[src/rtl/pc_seq_pkg.sv]
// Purpose: shared op encodings and widths for the PC sequencer.
// Latency: n/a (constants only).
// Backpressure: n/a.
package pc_seq_pkg;

    localparam int OP_W = 3;

    // Encodings 5..7 are reserved and behave as HOLD.
    typedef enum logic [OP_W-1:0] {
        OP_NEXT   = 3'd0,
        OP_BRANCH = 3'd1,
        OP_JUMP   = 3'd2,
        OP_CALL   = 3'd3,
        OP_RET    = 3'd4
    } op_e;

endpackage

[src/rtl/ras_stack.sv]
// Purpose: LIFO return-address stack with occupancy count.
// Latency: push/pop visible on top/depth one clock after the sampling edge.
// Backpressure: none; caller must not push when full or pop when empty.
module ras_stack #(
    parameter int WIDTH = 16,
    parameter int DEPTH = 4
) (
    input  logic                     clock,
    input  logic                     reset,
    input  logic                     push,
    input  logic                     pop,
    input  logic [WIDTH-1:0]         push_dat,
    output logic [WIDTH-1:0]         top,
    output logic [$clog2(DEPTH):0]   depth,
    output logic                     full,
    output logic                     empty
);

    localparam int AW = $clog2(DEPTH);
    localparam int DW = AW + 1;
    localparam logic [DW-1:0] CNT_ONE  = DW'(1);
    localparam logic [DW-1:0] CNT_FULL = DW'(DEPTH);
    localparam logic [AW-1:0] IDX_ONE  = AW'(1);

    logic [WIDTH-1:0] mem_q [DEPTH];
    logic [WIDTH-1:0] mem_d [DEPTH];
    logic [DW-1:0]    depth_q;
    logic [DW-1:0]    depth_d;
    logic [AW-1:0]    wr_idx;
    logic [AW-1:0]    rd_idx;

    // Next slot is indexed by the count; the top sits one below it.
    // When full the low bits wrap to 0, so rd_idx still lands on DEPTH-1.
    assign wr_idx = depth_q[AW-1:0];
    assign rd_idx = depth_q[AW-1:0] - IDX_ONE;

    assign top   = mem_q[rd_idx];
    assign depth = depth_q;
    assign full  = (depth_q == CNT_FULL);
    assign empty = (depth_q == '0);

    // Next-state for storage and occupancy; guards keep the count in range.
    always_comb begin
        mem_d   = mem_q;
        depth_d = depth_q;
        if (push && !full) begin
            mem_d[wr_idx] = push_dat;
            depth_d       = depth_q + CNT_ONE;
        end else if (pop && !empty) begin
            depth_d = depth_q - CNT_ONE;
        end
    end

    // Storage carries no reset; entries above depth are never read out.
    always_ff @(posedge clock) begin
        mem_q <= mem_d;
    end

    // Occupancy register; clearing it discards every stacked return.
    always_ff @(posedge clock) begin
        if (!reset) begin
            depth_q <= '0;
        end else begin
            depth_q <= depth_d;
        end
    end

endmodule

[src/rtl/pc_sequencer.sv]
// Purpose: program counter with branch/jump/call/return and sticky stack error flags.
// Latency: every op lands on pc one clock after the sampling edge.
// Backpressure: none; en=0 freezes all state for that cycle.
module pc_sequencer
    import pc_seq_pkg::*;
#(
    parameter int WIDTH     = 16,
    parameter int INC       = 2,
    parameter int RESET_VEC = 0,
    parameter int DEPTH     = 4
) (
    input  logic                     clock,
    input  logic                     reset,
    input  logic                     en,
    input  logic [OP_W-1:0]          op,
    input  logic [WIDTH-1:0]         target,
    input  logic [WIDTH-1:0]         offset,
    output logic [WIDTH-1:0]         pc,
    output logic [$clog2(DEPTH):0]   depth,
    output logic                     overflow,
    output logic                     underflow
);

    localparam logic [WIDTH-1:0] INC_V   = WIDTH'(INC);
    localparam logic [WIDTH-1:0] RESET_V = WIDTH'(RESET_VEC);

    logic [WIDTH-1:0] pc_q;
    logic [WIDTH-1:0] pc_d;
    logic             overflow_q;
    logic             overflow_d;
    logic             underflow_q;
    logic             underflow_d;

    logic [WIDTH-1:0] pc_seq;
    logic [WIDTH-1:0] ras_top;
    logic             ras_push;
    logic             ras_pop;
    logic             ras_full;
    logic             ras_empty;

    // Sequential address doubles as the CALL return address; carry drops out.
    assign pc_seq = pc_q + INC_V;

    ras_stack #(
        .WIDTH (WIDTH),
        .DEPTH (DEPTH)
    ) u_ras (
        .clock    (clock),
        .reset    (reset),
        .push     (ras_push),
        .pop      (ras_pop),
        .push_dat (pc_seq),
        .top      (ras_top),
        .depth    (depth),
        .full     (ras_full),
        .empty    (ras_empty)
    );

    // Op decode: next pc, stack requests and sticky error detection.
    always_comb begin
        pc_d        = pc_q;
        overflow_d  = overflow_q;
        underflow_d = underflow_q;
        ras_push    = 1'b0;
        ras_pop     = 1'b0;
        if (en) begin
            case (op)
                OP_NEXT:   pc_d = pc_seq;
                OP_BRANCH: pc_d = pc_q + offset;
                OP_JUMP:   pc_d = target;
                OP_CALL: begin
                    // Jump still happens on overflow; only the push is dropped.
                    pc_d = target;
                    if (ras_full) begin
                        overflow_d = 1'b1;
                    end else begin
                        ras_push = 1'b1;
                    end
                end
                OP_RET: begin
                    // Empty-stack return falls through sequentially.
                    if (ras_empty) begin
                        pc_d        = pc_seq;
                        underflow_d = 1'b1;
                    end else begin
                        pc_d    = ras_top;
                        ras_pop = 1'b1;
                    end
                end
                default: ;
            endcase
        end
    end

    // PC and sticky flag registers; reset wins over any op.
    always_ff @(posedge clock) begin
        if (!reset) begin
            pc_q        <= RESET_V;
            overflow_q  <= 1'b0;
            underflow_q <= 1'b0;
        end else begin
            pc_q        <= pc_d;
            overflow_q  <= overflow_d;
            underflow_q <= underflow_d;
        end
    end

    assign pc        = pc_q;
    assign overflow  = overflow_q;
    assign underflow = underflow_q;

endmodule

[config.mk]
export PLATFORM = sky130hd
export DESIGN_NAME = pc_sequencer
export DESIGN_NICKNAME = d
export VERILOG_FILES = /design/src/rtl/pc_seq_pkg.sv /design/src/rtl/ras_stack.sv /design/src/rtl/pc_sequencer.sv
export SDC_FILE = /design/constraint.sdc
export NUM_CORES = 1
export LEC_CHECK = 0
export CORE_UTILIZATION = 45
export DETAILED_ROUTE_END_ITERATION = 8
export PLACE_DENSITY = 0.7
export SLEW_MARGIN = 25
export SYNTH_ARGS = -nofsm -noshare
export SYNTH_HDL_FRONTEND = slang
export SYNTH_SLANG_ARGS = --single-unit
[constraint.sdc]
create_clock -name clock -period 2.37 [get_ports clock]
set_input_delay 0.474 -clock clock [delete_from_list [all_inputs] [get_ports clock]]
set_output_delay 0.474 -clock clock [all_outputs]
set_load 0.02 [all_outputs]
==> results_dict.tcl, run 1 <==
set metrics [dict create \
    p_leak_nw 2.13 \
    synthArstFlopShare 0 \
    antenna_left 0 \
    io_pins 59 \
    slew_viol_final 0 \
    vdd_drop_max_v 0.000237 \
    crit_buf_inv 3 \
    max_stage_delay_ns 0.45 \
    clk_pin_slew_worst_paths_ns 0.09 \
    final_cell_mix "64 x edfxtp_1, 58 x clkdlybuf4s50_1, 41 x buf_4, 32 x nor2_1, 27 x nand2_1" \
    rows 36 \
    cts_buffers 9 \
    fmax_mhz 429 \
    path_max_fanout 3 \
    setup_violations 0 \
    postCtsHoldBufs 0 \
    drt_iter0_drc 161 \
    wirelength_mm 11.2 \
    cts_root_buf "clkbuf_8" \
    cts_tree "done" \
    syn_area_um2 4570 \
    syn_inst 387 \
    drive_above_1_share 0.170 \
    p_per_area_nw_per_um2 569 \
    relSlewSlack 0.664 \
    io_buffer_count 58 \
    crit_chain "clkdlybuf4s50_1 > ha_4 > inv_1 > fa_2 > nor2b_2 > o31ai_2 > a21oi_2 > buf_4 > a31oi_2 > o22ai_1 > a41o_1" \
    worstSetupPathType "input port to flop" \
    hold_violations 0 \
    arrival_ns 2.59 \
    grt_first_pass_wirelength_mm 17.8 \
    cts.sinks 85 \
    clock_path_buffers 2 \
    cts_setup_buffers 0 \
    yosysTopAreaCellShare 0.421 \
    drv_cap 0 \
    syn_nets 447 \
    start_util 0.465 \
    wl_per_cell_um 18.0 \
    core_area_um2 9820 \
    yosys_warnings 0 \
    dieArea_um2 10600 \
    synth.largest_area_cell "edfxtp_1" \
    clk_latency_ns 0.36 \
    ys_seq_elements 85 \
    n_antenna_cell 0 \
    grt_pass1_vias 3530 \
    ys_types 53 \
    total_power_w 0.00332 \
    final_common_cell "edfxtp_1" \
    fin_tns_setup_ns 0 \
    avgSynthCellArea_um2 11.8 \
    yosys-top-cells-area "edfxtp_1 42%, dfxtp_1 9.2%, ha_1 5.5%, mux4_2 4.9%, mux4_1 3.5%" \
    grt-ovfl-total 0 \
    status "completed" \
    ys_seq_area_frac 0.513 \
    cts-htree-levels 3 \
    hold_class "flop to flop" \
    gp_routability_congestion 0.835 \
    utilization 0.594 \
    grt_usage 0.228 \
    antenna_found_initial 0 \
    fin_nets 543 \
    rsz0062_at_grt "yes" \
    cpLargestDelayFamily "compound AO/OA/AOI/OAI gates" \
    required_ns 2.63 \
    synth_edf_count 64 \
    vias_per_cell 5.75 \
    endpoint_kind "flop" \
    fin_crit_sh 0.984 \
    cp-start-kind "input port" \
    grt_max_degree 17 \
    dr.pass1.iters 5 \
    tightest_slew_ns 0.502 \
    period_needed_ns 2.33 \
    vias 3569 \
    die_y_um 103 \
    synthToLayoutAreaGrowth_pct 27.7 \
    drc 0 \
    die_width_um 103 \
    ys.flop_type "edfxtp_1" \
    dp_hpwl_mm 8.41 \
    stdcell_count 621 \
    fin_skew_ns 0.0107 \
    place_inst 605 \
    slowest_stage "clkdlybuf4s50_1" \
]
==> flip-flops by register name (all words and copies together), names as in the netlist <==
| signal | count |
|---|---|
| u_ras.mem_q | 64 |
| pc | 16 |
| u_ras.depth | 3 |
| overflow | 1 |
| underflow | 1 |
==> cell type report <==
type                            instances  area (um^2)
Clock buffer                            9          124
Clock inverter                          7         48.8
Fill cell                             814         3980
Inverter                                9         33.8
Multi-Input combinational cell        274         2130
Sequential cell                        85         2350
Tap cell                              133          166
Timing Repair Buffer                  104          988
==> routing by layer <==
metal / global-route usage / routed length, um / vias to the layer above
met5: 0 / 0 / -
met4: 0.103 / 291 / 0
met3: 0.0346 / 595 / 21
met2: 0.384 / 5460 / 130
met1: 0.291 / 4860 / 1723
li1: - / - / 1695
==> synth_stat cells (all sizes together) (10+ instances only) <==
| cell type | number |
|---|---|
| edfxtp | 64 |
| clkbuf | 10 |
| dfxtp | 21 |
| nor2 | 32 |
| xor2 | 10 |
| a21oi | 28 |
| ha | 20 |
| mux4 | 16 |
| nand2 | 27 |
| o21ai | 26 |
| nand3 | 11 |
| xnor2 | 14 |
==> power breakdown <==
part | switching, W | internal, W
Combinational | 0.000369 | 0.000345
Sequential | 0.0000421 | 0.00164
Clock | 0.000534 | 0.000385
==> worst paths after layout <==
check	endpoint	cells after the start	startpoint	slack, ns
hold / removal	underflow	2	underflow	0.48
hold reg to reg	underflow	2	underflow	0.48
setup / recovery	pc[14]	11	offset[0]	0.04
setup reg to reg	pc[3]	7	u_ras.depth[0]	0.18
==> worst min-delay path, cell delays in order (launching register included) <==
cell	delay [ns]
dfxtp_1	0.34
a21oi_1	0.04
nor2_1	0.07
==> kinds of logic (layout without fill, tap and decap cells) <==
logic type | count (synthesis) | after routing | synth area share
compound gates | 107 | 107 | 0.154
xor+xnor | 24 | 24 | 0.0460
fa+ha+maj | 22 | 22 | 0.0635
buf+inv | 28 | 129 | 0.0285
flops | 85 | 85 | 0.513
mux | 19 | 19 | 0.0904
simple gates | 102 | 102 | 0.105
==> timing repair <==
item / 4_1_cts / 5_1_grt
pin swaps: 2 / 0
endpoints found under the setup margin: 4 / 5
resized for setup: 5 / 2
==> metrics by stage <==
step	setup slack [ns]	hold WS, ns	instance area [um^2]
CTS	0.00780	0.479	5830
floorplan	0.0509	0.509	4580
finish	0.0378	0.477	5840
global route	-0.0810	0.510	5840
global placement	-0.415	0.455	5630
detailed placement	-0.506	0.459	5630
Note: power is estimated with default switching activity, not from simulation.
==> inputs of run 2 (changes only) <==
CORE_MARGIN = 2   (was default)
==> results_dict.tcl, run 2 (synthesis results as in run 1) <==
set metrics [dict create \
    slowest_stage "clkdlybuf4s50_1" \
    crit_chain "clkdlybuf4s50_1 > ha_2 > inv_1 > fa_2 > nor2b_2 > o31ai_2 > a21oi_2 > o22ai_1 > or4_1 > o211ai_1" \
    place_ws_ns -0.453 \
    r2r_start "u_ras.depth[0]" \
    p_leak_nw 2.19 \
    cpLargestDelayFamily "adder cells" \
    wl_per_cell_um 18.5 \
    fin_nets 548 \
    fin_tns_setup_ns 0 \
    place_area_um2 5690 \
    p_per_area_nw_per_um2 613 \
    tightest_slew_ns 0.557 \
    vdd_drop_max_v 0.000399 \
    grt_max_degree 21 \
    grt_pass1_vias 3679 \
    final_common_cell "edfxtp_1" \
    cts_buffers 9 \
    grt-ovfl-total 0 \
    start_util 0.465 \
    period_needed_ns 2.32 \
    pwr-share-seq 0.462 \
    hold_violations 0 \
    clock_path_buffers 2 \
    worstHoldStart "overflow" \
    endpoint_kind "flop" \
    final_cell_mix "64 x edfxtp_1, 58 x clkdlybuf4s50_1, 44 x buf_4, 32 x nor2_1, 27 x nand2_1" \
    ff_latch_area_um2 2350 \
    swShare 0.259 \
    p_comb_frac 0.200 \
    hold_class "flop to flop" \
    wirelength_mm 11.6 \
    cp-start-kind "input port" \
    fillers 814 \
    clockPowerShare 0.338 \
    clk_latency_ns 0.36 \
    drt_iter0_drc 184 \
    rsz0062_at_grt "yes" \
    cts-htree-levels 3 \
    drive_above_1_share 0.181 \
    r2r_setup_slack_ns 0.19 \
    n_antenna_cell 0 \
    cts.sinks 85 \
    r2r_cells 7 \
    final_area_um2 5960 \
    die_y_um 105 \
    grt_usage 0.220 \
    relSlewSlack 0.626 \
    antenna_left 0 \
    dieArea_um2 11000 \
    multi_input_area_um2 2120 \
    path_max_fanout 3 \
    core_area_um2 9820 \
    whs_path_depth 2 \
    cts_root_buf "clkbuf_8" \
    vias_per_cell 5.73 \
    worstSetupPathType "input port to flop" \
    postCtsHoldBufs 0 \
    max_stage_delay_ns 0.48 \
    drv_cap 0 \
    drc 0 \
    setup_ws_ns 0.0454 \
    utilization 0.607 \
    dp_hpwl_mm 8.57 \
    largest_reg_flops 64 \
    required_ns 2.66 \
    top_register "u_ras.mem_q" \
    io_pins 59 \
    p_int_w 0.00271 \
    gp_routability_congestion 0.879 \
    crit_buf_inv 2 \
    io_buffer_count 58 \
    cts_tree "done" \
    synthToLayoutAreaGrowth_pct 30.4 \
    switchingPower_w 0.000948 \
    antenna_found_initial 0 \
    arrival_ns 2.61 \
    rows 36 \
    dr.pass1.iters 4 \
    vias 3589 \
    slew_viol_final 0 \
    fin_crit_sh 0.981 \
    fin_skew_ns 0.0149 \
    status "completed" \
    r2r_end "pc[3]" \
    clk_pin_slew_worst_paths_ns 0.09 \
    whs_endpoint "overflow" \
    setup_violations 0 \
    die_width_um 105 \
    grt_first_pass_wirelength_mm 18.7 \
    fmax_mhz 430 \
]
-- run 2: power by group through the flow --
stage | logic (W) | registers, W | clock network (W)
CTS | 0.000724 | 0.00169 | 0.00126
global route | 0.000796 | 0.00169 | 0.00132
floorplan | 0.000370 | 0.00174 | 0
detailed placement | 0.000714 | 0.00172 | 0
finish | 0.000733 | 0.00169 | 0.00123
global placement | 0.000698 | 0.00172 | 0
-- run 2: worst max-delay path by stage --
| stage | from | endpoint | slack [ns] | cells after the start |
|---|---|---|---|---|
| 2_1_floorplan | u_ras.depth[0] | pc[14] | 0.05 | 10 |
| 3_3_place_gp | offset[0] | pc[8] | -0.39 | 10 |
| 3_5_place_dp | offset[0] | pc[8] | -0.45 | 10 |
| 4_1_cts | offset[0] | pc[8] | 0.02 | 10 |
| 5_1_grt | offset[0] | pc[14] | -0.02 | 11 |
| 6_report | offset[0] | pc[8] | 0.05 | 10 |
-- run 2: metrics by stage --
| stage | instances | power, W | hold WS [ns] |
|---|---|---|---|
| final | 626 | 0.00366 | 0.481 |
| after floorplan | 387 | 0.00211 | 0.509 |
| after global placement | 610 | 0.00242 | 0.454 |
| after CTS | 626 | 0.00367 | 0.483 |
| after detailed placement | 610 | 0.00244 | 0.461 |
| after global routing | 626 | 0.00381 | 0.531 |
-- run 2: layer usage --
metal,up-vias,wire (um),GRT usage
li1,1709,-,-
met1,1735,4850,0.282
met2,118,5650,0.367
met3,27,740,0.0374
met4,0,354,0.0981
met5,-,0,0
-- run 2: final cells by class --
class	count	area share
Timing Repair Buffer	109	0.176
Multi-Input combinational cell	274	0.355
Inverter	9	0.00567
Sequential cell	85	0.394
Tap cell	133	0.0279
Clock inverter	7	0.0204
Clock buffer	9	0.0208
-- run 2: tightest hold or removal path, delay by kind of cell, from the launching register on --
family / cells / cell delay, ns
flops: 1 / 0.34
simple gates: 2 / 0.12
-- run 2: what timing repair did --
item	4_1_cts	5_1_grt
pin swaps	0	0
resized for setup	3	3
buffers inserted	0	0
endpoints found under the setup margin	1	9
==> edit 1 (flow settings as in run 1) <==
`WIDTH` is set to 16 in 2 places; all go to 24.
--- a/src/rtl/ras_stack.sv
+++ b/src/rtl/ras_stack.sv
@@ -2,7 +2,7 @@
 // Latency: push/pop visible on top/depth one clock after the sampling edge.
 // Backpressure: none; caller must not push when full or pop when empty.
 module ras_stack #(
-    parameter int WIDTH = 16,
+    parameter int WIDTH = 24,
     parameter int DEPTH = 4
 ) (
     input  logic                     clock,
--- a/src/rtl/pc_sequencer.sv
+++ b/src/rtl/pc_sequencer.sv
@@ -4,7 +4,7 @@
 module pc_sequencer
     import pc_seq_pkg::*;
 #(
-    parameter int WIDTH     = 16,
+    parameter int WIDTH     = 24,
     parameter int INC       = 2,
     parameter int RESET_VEC = 0,
     parameter int DEPTH     = 4
Interface: changed (resized offset, pc and target); port bits go from 59 to 83. The function was not compared with the original's and may differ.
==> edit 1 against run 1 <==
  * Global-route usage up 5.9 points
  * Synthesized cell count up 55%
  * Setup slack worse by 0.030 ns
  * Critical path type unchanged
  * Highest routed layer unchanged
  * Maximum frequency down 1.3%
  * Sequential cell count up 40
  * Final area up 75%
  * Clock skew down 0.0036 ns
  * Largest power group is now the clock network
  * Wire length up 98%
  * Power up 94%
  * Synthesized area up 53%
  * Critical endpoint is now pc[22]$_SDFFE_PN0P_
==> edit 1: results (changes against run 1) <==
[final_layout]
largest_reg_flops=96  ; was 64
finalNetCount=931  ; was 543
largest-register=u_ras.mem_q  ; unchanged
num_antenna_cells=0  ; unchanged
drive_gt1_share_pct=35.0  ; was 17.0%

[drt]
dr.pass1.iters=5  ; unchanged
route.detailed.wl_per_inst_um=21.2  ; was 18.0 um
vias=6147  ; was 3569
drtIter0Drc=486  ; was 161

[clock_tree]
cts_made_buffers=17  ; was 9
root_buffer=clkbuf_16  ; was clkbuf_8
htreeDepth=4  ; was 3
cts_buffer_depth=2  ; unchanged
clk_latency_ns=0.42  ; was 0.36 ns
clk_pin_slew_worst_paths_ns=0.06  ; was 0.09 ns
cts.sinks=125  ; was 85

[power]
power.leakage_nw=3.93  ; was 2.13 nW
ir_worst_vdd_mv=0.448  ; was 0.237 mV

[grt]
grt_usage_pct=28.6  ; was 22.8%
antenna_found_initial=0  ; unchanged
grt_pass1_vias=6205  ; was 3530
grt_max_degree=26  ; was 17
grt_pass1_wl_um=34200  ; was 17800 um

[hold_path]
holdCritStartpoint=underflow$_SDFFE_PN0P_  ; unchanged
min_to=underflow$_SDFFE_PN0P_  ; unchanged
worstHoldPathType=reg2reg  ; unchanged
hold_depth=2  ; unchanged

[synth]
synth_edf_count=96  ; was 64
synth-async-reset-ratio_pct=0  ; unchanged
synth_common_cells=edfxtp_1, nand2_1, a21oi_1  ; was edfxtp_1, nor2_1, a21oi_1
synth_cell_type_count=71  ; was 53
synth_fp_nets=685  ; was 447
synth-seq-area-share_pct=49.6  ; was 51.3%
synth_area_leaders=edfxtp_1, dfxtp_1, mux4_2  ; was edfxtp_1, dfxtp_1, ha_1
yosysWarnings=0  ; unchanged

[critical_path]
cp_max_fo=3  ; unchanged
r2r_setup_slack_ns=0.008  ; was 0.18 ns
critPathArrivalTime_ns=2.67  ; was 2.59 ns
rr_endpoint=pc[22]$_SDFFE_PN0P_  ; was pc[3]$_SDFFE_PN0P_
r2r_cells=9  ; was 7
reg2reg_from=pc[0]$_SDFFE_PN0P_  ; was u_ras.depth[0]$_SDFFE_PN0P_

[sta]
worstMarginPinSlew_ns=0.497  ; was 0.502 ns
hold_viol=0  ; unchanged
finClkSkew_ns=0.00715  ; was 0.0107 ns
holdWs_ns=0.482  ; was 0.477 ns

[placement]
place_hpwl_um=16400  ; was 8410 um
io_buffers=82  ; was 58
place_congestion=0.924  ; was 0.835

[outcome]
status=finished, final reports clean  ; unchanged

-- edit 1: cell types whose count changed in the layout (fill, tap and decap cells not counted), moves of 6 or more --
cell,run 1,this run
buf_4,41,167
mux4_2,10,24
mux4_1,6,0
a21oi_2,2,13
edfxtp_1,64,96
xnor2_1,14,23
dfxtp_2,0,7
clkdlybuf4s50_1,58,80
a221oi_1,7,14
clkbuf_16,0,17
clkbuf_8,9,0
nand3_1,11,18
nand2_1,27,53
inv_1,9,18
-- edit 1: worst max-delay path, stage by stage --
cell and delay, ns:
clkdlybuf4s50_1 0.43, ha_1 0.34, a211oi_2 0.23, o21bai_1 0.11, a31o_2 0.24, o311a_4 0.38, nand2b_4 0.15, a221oi_2 0.24
a211oi_1 0.06
-- edit 1: cells by family after synthesis --
group                      Yosys count  share of synthesized area (%)
AOI/OAI and AO/OA                  167                           16.3
and+or+nand+nor                    160                           11.9
DFF                                125                           49.6
buffers and inverters               49                           2.78
xor gates and xnor gates            38                           4.88
muxes                               32                           8.91
adders and majority gates           30                           5.60
-- edit 1: worst max path at each step --
stage,startpoint,end,cells after the start,slack [ns]
final,offset[2],pc[22]$_SDFFE_PN0P_,9,0.008
after global routing,pc[0]$_SDFFE_PN0P_,pc[22]$_SDFFE_PN0P_,9,-0.08
after CTS,offset[6],pc[21]$_SDFFE_PN0P_,10,-0.01
after detailed placement,offset[0],pc[14]$_SDFFE_PN0P_,11,-0.75
after global placement,offset[0],pc[14]$_SDFFE_PN0P_,11,-0.68
after floorplan,offset[0],pc[22]$_SDFFE_PN0P_,9,-0.09
-- edit 1: timing repair --
action                                  CTS  global route
hold buffers                              0             0
buffers inserted                          1             4
gates resized for setup                  16            37
pin swaps                                 5             9
endpoints found under the setup margin   19            25
-- edit 1: metal layers --
layer | wire [um] | track usage [%] | vias up
met1 | 9450 | 36.8 | 2994
met4 | 682 | 10.3 | 0
li1 | - | - | 2853
met3 | 1210 | 5.06 | 51
met5 | 0 | 0 | -
met2 | 10900 | 48.7 | 249
-- edit 1: power by group --
group / switching, W / internal, W
Combinational: 0.000708 / 0.000708
Clock: 0.00108 / 0.00148
Sequential: 0.0000488 / 0.00242
Total: 0.00183 / 0.00461
-- edit 1: cell type report --
type	count	area, um2
clock buffer	17	425
clock inverter	15	151
fill	1163	4960
inverter	18	67.6
multi-input combinational	427	3590
sequential	125	3480
tap	188	235
timing repair buffer	258	2240
-- edit 1: per-stage QoR --
step,worst slack [ns],setup TNS [ns],instances,cell area [um2],utilization [%]
2_1_floorplan,-0.0941,-0.180,601,7020,-
3_5_place_dp,-0.755,-12.79,1011,9310,61.5
5_1_grt,-0.0753,-0.225,1048,10200,67.3
6_report,0.00752,0,1048,10200,67.3
3_3_place_gp,-0.677,-11.74,1011,9310,61.5
4_1_cts,-0.0118,-0.0212,1044,9960,65.8
==> edit 2 (flow settings as in run 1) <==
Without the edit above. Add an input register stage for `target`, without a reset; this delays it by one clock. The other inputs are not delayed to match.
--- a/src/rtl/pc_sequencer.sv
+++ b/src/rtl/pc_sequencer.sv
@@ -23,6 +23,12 @@
 
     localparam logic [WIDTH-1:0] INC_V   = WIDTH'(INC);
     localparam logic [WIDTH-1:0] RESET_V = WIDTH'(RESET_VEC);
+
+    logic [WIDTH-1:0] target_q;
+
+    always_ff @(posedge clock) begin
+        target_q <= target;
+    end
 
     logic [WIDTH-1:0] pc_q;
     logic [WIDTH-1:0] pc_d;
@@ -67,10 +73,10 @@
             case (op)
                 OP_NEXT:   pc_d = pc_seq;
                 OP_BRANCH: pc_d = pc_q + offset;
-                OP_JUMP:   pc_d = target;
+                OP_JUMP:   pc_d = target_q;
                 OP_CALL: begin
                     // Jump still happens on overflow; only the push is dropped.
-                    pc_d = target;
+                    pc_d = target_q;
                     if (ras_full) begin
                         overflow_d = 1'b1;
                     end else begin
Function: changed (Yosys sat finds a counterexample within 4 cycles, from zero or initial values and one cycle with reset low).
==> edit 2 against run 1 <==
  * Setup slack got worse by 0.010 ns
  * Sequential cell count rose by 16
  * Wire length rose by 9.8%
  * Die area grew 5.4%
  * Final area rose by 11%
  * Count of clock-buffer cells in the layout unchanged
  * Synthesized area grew 5.5%
  * Via count is 3.8% higher
  * Power increased by 15%
  * Maximum frequency fell by 0.44%
==> edit 2: results (changes against run 1) <==
[synth]
synth_common_cells=edfxtp_1, dfxtp_1, a21oi_1, nor2_1  ; was edfxtp_1, nor2_1, a21oi_1
synth_fp_nets=446  ; was 447
synth_area_leaders=edfxtp_1, dfxtp_1, mux4_2  ; was edfxtp_1, dfxtp_1, ha_1
synthAdderAreaFrac_pct=6.02  ; was 6.35%
synth.area.mux_share_pct=8.12  ; was 9.04%
syn_inst=386  ; was 387
synth_cell_type_count=57  ; was 53
synth_compound_area_share_pct=14.2  ; was 15.4%
synthXorXnorAreaFrac_pct=4.18  ; was 4.60%
synth-seq-area-share_pct=55.2  ; was 51.3%

[power]
intPower_w=0.00274  ; was 0.00237 W
pg_seq_w=0.00196  ; was 0.00169 W
ir_worst_vdd_mv=0.322  ; was 0.237 mV
power.leakage_nw=2.44  ; was 2.13 nW

[critical_path]
cpLargestDelayFamily=buffers and inverters  ; was compound AO/OA/AOI/OAI gates
critPathArrivalTime_ns=2.67  ; was 2.59 ns
r2r_setup_slack_ns=0.10  ; was 0.18 ns
cpPeakStageDelay_ns=0.52  ; was 0.45 ns

[placement]
post-place-cells=635  ; was 605
place_hpwl_um=8520  ; was 8410 um
place_congestion=0.837  ; was 0.835

[final_layout]
num_antenna_cells=0  ; unchanged
finalNetCount=574  ; was 543
drive_gt1_share_pct=26.0  ; was 17.0%
n_fill_cell=831  ; was 814

[grt]
grt_max_degree=21  ; was 17
grt_usage_pct=22.8  ; about the same
grt_pass1_vias=3630  ; was 3530
grt_pass1_wl_um=19000  ; was 17800 um

[outcome]
status=finished, final reports clean  ; unchanged

[drt]
route.detailed.wl_per_inst_um=18.8  ; was 18.0 um
drtIter0Drc=284  ; was 161
wirelength_um=12300  ; was 11200 um

[clock_tree]
clk_latency_ns=0.39  ; was 0.36 ns
clk_pin_slew_worst_paths_ns=0.11  ; was 0.09 ns

[sta]
finClkSkew_ns=0.0136  ; was 0.0107 ns
worstMarginPinSlew_ns=0.427  ; was 0.502 ns

[flow_run]
cap_violations=0  ; unchanged

-- edit 2: worst paths after layout --
kind,to,start,depth (start not counted)
worst min register to register,overflow$_SDFFE_PN0P_,overflow$_SDFFE_PN0P_,2
worst max-delay path,pc[9]$_SDFFE_PN0P_,offset[2],10
worst max register to register,pc[9]$_SDFFE_PN0P_,pc[0]$_SDFFE_PN0P_,10
worst min-delay path,overflow$_SDFFE_PN0P_,overflow$_SDFFE_PN0P_,2
-- edit 2: final cells by class --
| type | count | share of cell area, % |
|---|---|---|
| clock buffer | 9 | 1.92 |
| clock inverter | 7 | 1.01 |
| tap | 136 | 2.63 |
| timing repair buffer | 133 | 18.8 |
| multi-input combinational | 255 | 33.5 |
| inverter | 14 | 0.813 |
| sequential | 101 | 41.3 |
-- edit 2: metal layers --
layer  GRT usage (%)  part of all wire, %  wire, um
met1            30.1                   42      5160
met2            37.5                   50      6140
met3            3.90                  6.6       813
met4            8.93                  1.6       199
met5               0                    0         0
-- edit 2: what timing repair did --
action,CTS,global route
buffers inserted,2,2
resized for setup,14,13
pin swaps,15,4
setup endpoints to repair,9,8
-- edit 2: kinds of logic after synthesis --
logic type	count (synthesis)
mux	19
flops	101
compound gates	98
buf+inv	30
xor+xnor	23
fa+ha+maj	22
simple gates	93
-- edit 2: through the flow --
| stage | setup slack [ns] | hold slack, ns | total power [W] | utilization (%) | area [um2] |
|---|---|---|---|---|---|
| floorplan | 0.00936 | 0.474 | 0.00240 | - | 4850 |
| global route | -0.0225 | 0.509 | 0.00397 | 62.3 | 6460 |
| detailed placement | -0.562 | 0.469 | 0.00275 | 58.9 | 6110 |
| finish | 0.0275 | 0.490 | 0.00383 | 62.3 | 6460 |
| CTS | 0.00506 | 0.493 | 0.00382 | 61.5 | 6380 |
| global placement | -0.525 | 0.470 | 0.00273 | 58.9 | 6110 |
